--- src/rtl/rtc_readout_sequencer_if.sv ---
// RTC bus controller read channel: req/addr toward the controller,
// one-cycle ack with data back.
interface rtc_readout_sequencer_if;
  logic       rd_req;
  logic [7:0] rd_addr;
  logic       rd_ack;
  logic [7:0] rd_data;

  modport master (
    output rd_req, rd_addr,
    input  rd_ack, rd_data
  );

  modport slave (
    input  rd_req, rd_addr,
    output rd_ack, rd_data
  );
endinterface

--- src/rtl/rtc_readout_sequencer.sv ---
// One RTC register burst per frame in vblank, BCD -> binary strobes.
// Define RTC_SEQ_TIMEOUT_EN to abort a request left unacked TIMEOUT cycles.
module rtc_readout_sequencer #(
  parameter int NUM_REGS    = 11,
  parameter int VBLANK_LINE = 480,
  parameter int TIMEOUT     = 255
) (
  input  logic       clk,
  input  logic       reset,
  input  logic [9:0] pixely,
  rtc_readout_sequencer_if.master rtc,
  output logic [7:0] dato_out,
  output logic       dato_valid,
  output logic [3:0] field_idx,
  output logic       frame_done,
  output logic       busy,
  output logic       error
);

  typedef enum logic [2:0] {
    IDLE, REQ, WAIT, CONV, EMIT, DONE
  } state_t;

  localparam logic [3:0] LAST = 4'(NUM_REGS - 1);

  state_t     state, stateNext;
  logic [3:0] idx, idxNext;
  logic [7:0] rdAddr, dataQ;
  logic       vb, vbQ, trig, fall;
  logic       abortQ, loadAddr;
  logic [3:0] hi, lo;
  logic       bcdOk;
  logic [7:0] binVal;

  assign vb   = pixely >= 10'(VBLANK_LINE);
  assign trig = vb & ~vbQ;
  assign fall = ~vb & vbQ;

  assign hi     = dataQ[7:4];
  assign lo     = dataQ[3:0];
  assign bcdOk  = (hi <= 4'd9) && (lo <= 4'd9);
  assign binVal = {1'b0, hi, 3'b000}
                + {3'b000, hi, 1'b0}
                + {4'b0000, lo};

  assign rtc.rd_req  = (state == REQ) || (state == WAIT);
  assign rtc.rd_addr = rdAddr;
  assign dato_valid  = state == EMIT;
  assign frame_done  = state == DONE;
  assign busy        = (state != IDLE) && (state != DONE);

  function automatic logic [7:0] addrOf(input logic [3:0] i);
    case (i)
      4'd0:    addrOf = 8'h21;
      4'd1:    addrOf = 8'h22;
      4'd2:    addrOf = 8'h23;
      4'd3:    addrOf = 8'h24;
      4'd4:    addrOf = 8'h25;
      4'd5:    addrOf = 8'h26;
      4'd6:    addrOf = 8'h27;
      4'd7:    addrOf = 8'h28;
      4'd8:    addrOf = 8'h41;
      4'd9:    addrOf = 8'h42;
      4'd10:   addrOf = 8'h43;
      default: addrOf = 8'h00;
    endcase
  endfunction

`ifdef RTC_SEQ_TIMEOUT_EN
  localparam logic [7:0] TO_LAST = 8'(TIMEOUT - 1);
  logic [7:0] waitCnt;
  logic       toHit;
  assign toHit = (state == WAIT) && !rtc.rd_ack
              && (waitCnt == TO_LAST);
`else
  logic unusedTimeout;
  assign unusedTimeout = TIMEOUT[0];
`endif

  always_comb begin
    stateNext = state;
    idxNext   = idx;
    loadAddr  = 1'b0;
    unique case (state)
      IDLE: if (trig) begin
        stateNext = REQ;
        idxNext   = 4'd0;
        loadAddr  = 1'b1;
      end
      REQ: stateNext = WAIT;
      WAIT: begin
        if (rtc.rd_ack) stateNext = CONV;
`ifdef RTC_SEQ_TIMEOUT_EN
        else if (toHit) stateNext = IDLE;
`endif
      end
      CONV: stateNext = EMIT;
      // a blank that ended anywhere in the burst stops it after this field
      EMIT: begin
        if (abortQ || fall) stateNext = IDLE;
        else if (idx == LAST) stateNext = DONE;
        else begin
          stateNext = REQ;
          idxNext   = idx + 4'd1;
          loadAddr  = 1'b1;
        end
      end
      DONE: stateNext = IDLE;
      default: stateNext = IDLE;
    endcase
  end

  always_ff @(posedge clk or posedge reset) begin
    if (reset) begin
      state     <= IDLE;
      idx       <= 4'd0;
      vbQ       <= 1'b0;
      abortQ    <= 1'b0;
      rdAddr    <= 8'h00;
      dataQ     <= 8'h00;
      dato_out  <= 8'h00;
      field_idx <= 4'd0;
      error     <= 1'b0;
`ifdef RTC_SEQ_TIMEOUT_EN
      waitCnt   <= 8'd0;
`endif
    end else begin
      state  <= stateNext;
      idx    <= idxNext;
      vbQ    <= vb;
      abortQ <= (state == IDLE) ? 1'b0 : (abortQ | fall);
      if (loadAddr) rdAddr <= addrOf(idxNext);
      if (state == WAIT && rtc.rd_ack) dataQ <= rtc.rd_data;
      if (state == CONV) begin
        dato_out  <= bcdOk ? binVal : 8'hFF;
        field_idx <= idx;
        if (!bcdOk) error <= 1'b1;
      end
`ifdef RTC_SEQ_TIMEOUT_EN
      if (state == REQ) waitCnt <= 8'd0;
      else if (state == WAIT) waitCnt <= waitCnt + 8'd1;
      if (toHit) error <= 1'b1;
`endif
    end
  end

endmodule
--- src/flat_wrapper.sv ---
// flat-port wrapper written by rule: the top's interface ports become plain ports
module rtc_readout_sequencer_flat 
#(
  parameter int NUM_REGS    = 11,
  parameter int VBLANK_LINE = 480,
  parameter int TIMEOUT     = 255
)
  (clk, reset, pixely, dato_out, dato_valid, field_idx, frame_done, busy, error, rtc_rd_req, rtc_rd_addr, rtc_rd_ack, rtc_rd_data);
  rtc_readout_sequencer_if rtc_i ();
  input  logic clk;
  input  logic reset;
  input  logic [9:0] pixely;
  output logic [7:0] dato_out;
  output logic dato_valid;
  output logic [3:0] field_idx;
  output logic frame_done;
  output logic busy;
  output logic error;
  output wire logic [$bits(rtc_i.rd_req)-1:0] rtc_rd_req;
  output wire logic [$bits(rtc_i.rd_addr)-1:0] rtc_rd_addr;
  input wire logic [$bits(rtc_i.rd_ack)-1:0] rtc_rd_ack;
  input wire logic [$bits(rtc_i.rd_data)-1:0] rtc_rd_data;
  assign rtc_rd_req = rtc_i.rd_req;
  assign rtc_rd_addr = rtc_i.rd_addr;
  assign rtc_i.rd_ack = rtc_rd_ack;
  assign rtc_i.rd_data = rtc_rd_data;
  rtc_readout_sequencer #(.NUM_REGS(NUM_REGS), .VBLANK_LINE(VBLANK_LINE), .TIMEOUT(TIMEOUT)) u_core (.clk(clk), .reset(reset), .pixely(pixely), .rtc(rtc_i), .dato_out(dato_out), .dato_valid(dato_valid), .field_idx(field_idx), .frame_done(frame_done), .busy(busy), .error(error));
endmodule
--- config.mk ---
export PLATFORM = sky130hd
export DESIGN_NAME = rtc_readout_sequencer_flat
export DESIGN_NICKNAME = d
export VERILOG_FILES = /design/src/rtl/rtc_readout_sequencer_if.sv /design/src/rtl/rtc_readout_sequencer.sv /design/src/flat_wrapper.sv
export SDC_FILE = /design/constraint.sdc
export NUM_CORES = 1
export LEC_CHECK = 0
export BUFFER_PORTS_ARGS = -buffer_cell sky130_fd_sc_hd__buf_4
export CAP_MARGIN = 20
export CORE_ASPECT_RATIO = 1.5
export CORE_MARGIN = 8
export CORE_UTILIZATION = 30
export DETAILED_ROUTE_END_ITERATION = 12
export PLACE_DENSITY = 0.51
export SLEW_MARGIN = 20
export SYNTH_ARGS = -nofsm -noshare
export SYNTH_HDL_FRONTEND = slang
export SYNTH_SLANG_ARGS = --single-unit
--- constraint.sdc ---
create_clock -name clk -period 2.2 [get_ports clk]
set_clock_uncertainty 0.15 [all_clocks]
set_input_delay 0.11 -clock clk [delete_from_list [all_inputs] [get_ports clk]]
set_output_delay 0.11 -clock clk [all_outputs]
set_load 0.02 [all_outputs]
# After elaboration in Yosys (flattened, before gate mapping)
# Memory sizes are Yosys's and may differ from the RTL's. A register that Yosys moved wholly into a read port is not among the register bits.
# Cells that the tools add are included.
[totals] mem_bits_ro=96 mem_count=1 inputBits=21 regBits=38 out_inout_bits=25
[classes] bitwise_logic=6 n_reduce_logical=9 n_lt_le_gt_ge=3 muxes=15 n_eq_ne=9 add_sub_neg=3
[memory_table] name="(no name shown)" depth=16 word_bits=6 read_ports=1 rd_ports_with_merged_regs=1 write_ports=0 line="rtc_readout_sequencer.sv:53" text="case (i)"
[ops] operator="$pmux 3 s5" count=1
[ops] operator="$mux 3" count=4
[ops] operator="$mux 4" count=3
[ops] operator="$ge 10x9->1 const B" count=1
[ops] operator="$add 7x5->8" count=1
[ops] operator="$add 8x4->8" count=1
[ops] operator="$le 4x4->1 const B" count=2
[ops] operator="$mux 8" count=1
[ops] operator="$pmux 4 s2" count=1
[ops] operator="$eq 3x2->1 const B" count=2
[ops] operator="$eq 3x3->1 const B" count=2
[ops] operator="$add 4x1->4 const B" count=1
[ops] operator="$eq 4x4->1 const B" count=1
[ops] operator="$mux 1" count=4
[ops] operator="$reduce_and 2->1" count=2
[ops] operator="$eq 3x1->1 const B" count=1
[ops] operator="$logic_and 1x1->1" count=3
[ops] operator="$logic_not 3->1" count=1
[ops] operator="$ne 3x3->1 const B" count=1
[ops] operator="$not 1->1" count=3
[ops] operator="$reduce_bool 3->1" count=1
[ops] operator="$and 1x1->1" count=2
[ops] operator="$logic_or 1x1->1" count=2
[ops] operator="$ne 2x1->1 const B" count=1
[ops] operator="3 further kinds" count=3

# Logic depth before layout (Yosys ltp)
[logic_depth] ltp_word=6 mapped_depth=9 ltp_nobuf=9

# Least setup slack after synthesis
# No wires, ideal clock.
[synth_path] path_type="register -> register" startpoint="reg u_core.idx[0]" endpoint="reg u_core.rdAddr[2] (netlist: u_core.rtc.rd_addr[2])" path_stages_with_launch=10 path_slack_ns=-0.147 arrival_time_ns=2.093 setup_time_ns=0.103 cell_sequence="dfrtp_1 > inv_1 > ha_1 > and3b_2 > a2111oi_0 > nor2_1 > o21a_1 > ha_1 > a21boi_1 > o41ai_2"
[synth_via] elab_chain_cells=4 elab_cells_between_ends=9
[synth_lines] element="from (decl)" line="rtc_readout_sequencer.sv:27" text="logic [3:0] idx, idxNext;"
[synth_lines] element="from (signal assigned)" line="rtc_readout_sequencer.sv:129" text="idx <= idxNext;"
[synth_lines] element="$add 4x1->4 / $eq 4x4->1 (equally long branches)" line="rtc_readout_sequencer.sv:104, rtc_readout_sequencer.sv:101"
[synth_lines] element="$mux 4" line="rtc_readout_sequencer.sv:101" text="else if (idx == LAST) stateNext = DONE;"
[synth_lines] element="$mux 4" line="rtc_readout_sequencer.sv:100" text="if (abortQ || fall) stateNext = IDLE;"
[synth_lines] element="$pmux 4 s2 *" line="rtc_readout_sequencer.sv:84" text="unique case (state)"
[synth_lines] element="net u_core.idxNext[0]" line="rtc_readout_sequencer.sv:27"
[synth_lines] element="to (decl)" line="rtc_readout_sequencer.sv:28" text="logic [7:0] rdAddr, dataQ;"
# Mark *: on every way through the listed nets, which the timed path passes. The rest lies on a longest branch.
# A chain may end at the register's enable or synchronous reset.

# Final worst setup path
# Ends and elaborated chain as after synthesis.

==> impl_metrics.csv <==
group,metric,value,unit
routing,first_pass_iters,4,
power_and_ir_drop,p_int,2.400,mW
logic_synthesis,ys_seq_area_share,44.78,%
critical_path,reg2reg_slack,0.04,ns
logic_synthesis,synth_top_area_share,44.78,%
routing,via_per_inst,4.713,
logic_synthesis,ys_warn_count,0,
sta,period_minus_slack,2.163,ns
global_route,use_met1,9.692,%
logic_synthesis,syn_area_per_cell,11.18,µm²
global_route,grt_max_degree,37,
floorplanning,ioPinCount,46,
power_and_ir_drop,seqPwrFrac,28.0,%
power_and_ir_drop,leakage,1.326,nW
routing,drt_iter0_drc,87,
sta,rsz0062_at_grt,"true",
floorplanning,die_w,82.87,µm
floorplanning,initial_utilization,31.02,%
global_route,grt_pass1_wl,7969,µm
global_route,grt_util_met2,19.82,%
finish,fin_util,43.87,%
clock_tree,clock_sinks,36,
logic_synthesis,syn-cell-area,2012,µm²
sta,slew_violations,0,
power_and_ir_drop,p_comb_share,59.5,%
finish,mostFrequentLayoutCells,"70 x buf_4, 36 x dfrtp_1, 19 x nor2_1",
global_route,grt_pass1_vias,1740,
logic_synthesis,syn_inst,180,
sta,fin_tns_setup,0,ns
hold_path,holdCritPathClass,"in2reg",
critical_path,r2r-end,"u_core.rtc.rd_addr[2]$_DFFE_PP0P_",
floorplanning,core_area,6486,µm²
power_and_ir_drop,swShare,40.29,%
power_and_ir_drop,total_power,4.020,mW
clock_tree,cts_htree_levels,2,
placed_design,gp_congestion,0.7539,
sta,hold_viol_final,0,
clock_tree,numCtsBuffers,5,
placed_design,pre_cts_ws,-0.05548,ns
floorplanning,fp.dieArea,9637,µm²
logic_synthesis,ys.flop_type,"dfrtp_1",
finish,areaGrowthSynthToFinish,41.42,%
power_and_ir_drop,p_clk_share,12.5,%
routing,drt-total-wl,4694,µm
logic_synthesis,synth-seq-cells,36,
critical_path,startpoint_type,"flip-flop",
logic_synthesis,synth-edff-count,0,
critical_path,timing.critical_path.from,"u_core.idx[0]$_DFF_PP0_",
outcome,status,"finished clean",
global_route,antenna_found_initial,0,
critical_path,path_class,"reg2reg",
power_and_ir_drop,p_per_area,1413,nW/µm²
critical_path,end_kind,"flip-flop",
sta,period_share,98.31,%
placed_design,portBuffers,38,
power_and_ir_drop,peakVddDrop,0.8010,mV
critical_path,r2r_cells,9,
logic_synthesis,synth_area_leaders,"dfrtp_1 45%, ha_1 6.8%, mux2_2 6.7%, nor2_1 3.5%, o21ai_0 2.5%",
clock_tree,clk_pin_slew_worst_paths,0.07,ns
routing,drtAntennaViolNets,0,
critical_path,cp_data_arrival_time,2.20,ns
finish,mostFrequentLayoutCell,"buf_4",
clock_tree,insertion_delay,0.28,ns
critical_path,cp.required,2.23,ns
global_route,overflow,0,
logic_synthesis,ys_types,53,
clock_tree,cts_tree,"built",
floorplanning,fp-row-count,36,
placed_design,place_hpwl,3551,µm
critical_path,timing.rr.start,"u_core.idx[0]$_DFF_PP0_",
flow_run,max_cap_viol_count,0,
hold_path,hold-path-cell-count,4,
logic_synthesis,synth_top_cell_by_area,"dfrtp_1",
clock_tree,clockRootBuffer,"clkbuf_8",
global_route,top_usage_layer,"met2",
critical_path,endpoint,"u_core.rtc.rd_addr[2]$_DFFE_PP0P_",
clock_tree,clockBufferDepth,2,
global_route,grt_util_met3,2.582,%
sta,hold_ws,0.07038,ns
routing,wl_per_cell,13.89,µm
sta,worst_slack,0.03728,ns
finish,nets,296,
power_and_ir_drop,power_switching,1.620,mW
logic_synthesis,async_reset_ff_share,100.0,%
finish,final_layout_size_suffix_gt1_share,44.66,%
finish,fillers,657,
critical_path,crit_fanout,3,
finish,diodes,0,
floorplanning,die_h,116.3,µm
sta,setup-violations-final,0,
global_route,grt_usage,10.06,%
sta,max_freq,462.4,MHz
routing,vias,1593,
routing,drc,0,
per-layer routing:
metal  share of wire (%)  vias to the layer above
met3                 3.6                        6
met4                 1.5                        0
met2                  56                       30
met5                   0                        -
li1                    -                      798
met1                  39                      759
stage by stage:
stage	instances	area (µm²)
finish	338	2845
global route	338	2845
CTS	332	2786
detailed placement	314	2574
global placement	314	2574
floorplan	181	2029
cell families (layout without fill, tap and decap cells):
group / count (synthesis) / count (layout) / share of synthesized area [%]
xor gates and xnor gates: 5 / 5 / 2.177
and+or+nand+nor: 52 / 52 / 14.55
adders and majority gates: 13 / 13 / 8.831
other: 1 / 2 / 0.1864
muxes: 12 / 12 / 6.716
DFF: 36 / 36 / 44.78
AOI/OAI and AO/OA: 46 / 46 / 18.60
buffers and inverters: 15 / 96 / 4.166
sequential cells by signal, indices dropped and copies added (netlist names):
register and count:
u_core.state 3, u_core.error 1, u_core.vbQ 1, u_core.rtc.rd_addr 6
u_core.idx 4, u_core.dato_out 8, u_core.dataQ 8, u_core.abortQ 1
u_core.field_idx 4
synth_stat cells (all sizes together), types with 3 or more instances:
cell type,count
a21oi,9
o21ai,11
nand2,11
a31oi,5
mux2,12
nor2,20
inv,6
dfrtp,36
xnor2,3
nand2b,4
ha,11
and3b,3
clkbuf,4
a21o,4
buf,5
repair_timing:
item                                    4_1_cts  5_1_grt
hold buffers                                 11        0
setup buffers                                 0        6
hold endpoints to repair                     46        0
endpoints found under the setup margin        3        6
resized for setup                             2        6
pin swaps                                     4        4
layout make-up:
class                      count  area, µm²  area share [%]
multi-input combinational    130       1061           37.29
inverter                       6      25.02          0.8795
sequential                    36      900.9           31.66
tap                           76      95.09           3.342
timing repair buffer          83      666.9           23.44
clock buffer                   7      96.34           3.386
power groups by stage:
stage	clock network (mW)	registers, mW	logic, mW
global route	0.550	1.17	2.67
detailed placement	0	1.14	2.28
floorplan	0	1.26	1.32
finish	0.501	1.13	2.39
CTS	0.523	1.13	2.33
global placement	0	1.14	2.26
critical path, cell delays in order (launching register included):
cell and delay [ns]:
dfrtp_1 0.36, inv_2 0.04, ha_2 0.17, and3b_2 0.22, buf_4 0.14, o21ai_0 0.16, o21a_1 0.19, ha_1 0.18
and3b_1 0.19, o41ai_2 0.27
worst min-delay path by stage:
stage	slack (ns)	to	start
after floorplan	0.11	u_core.dataQ[0]$_DFFE_PP0P_	rtc_rd_data[0]
after global placement	0.11	u_core.error$_DFFE_PP0P_	reset
after detailed placement	0.10	u_core.dato_out[0]$_DFFE_PP0P_	reset
after CTS	0.06	u_core.abortQ$_DFF_PP0_	pixely[9]
after global routing	0.11	u_core.abortQ$_DFF_PP0_	pixely[9]
final	0.07	u_core.abortQ$_DFF_PP0_	pixely[9]
Power figures use the tool's default switching activity.
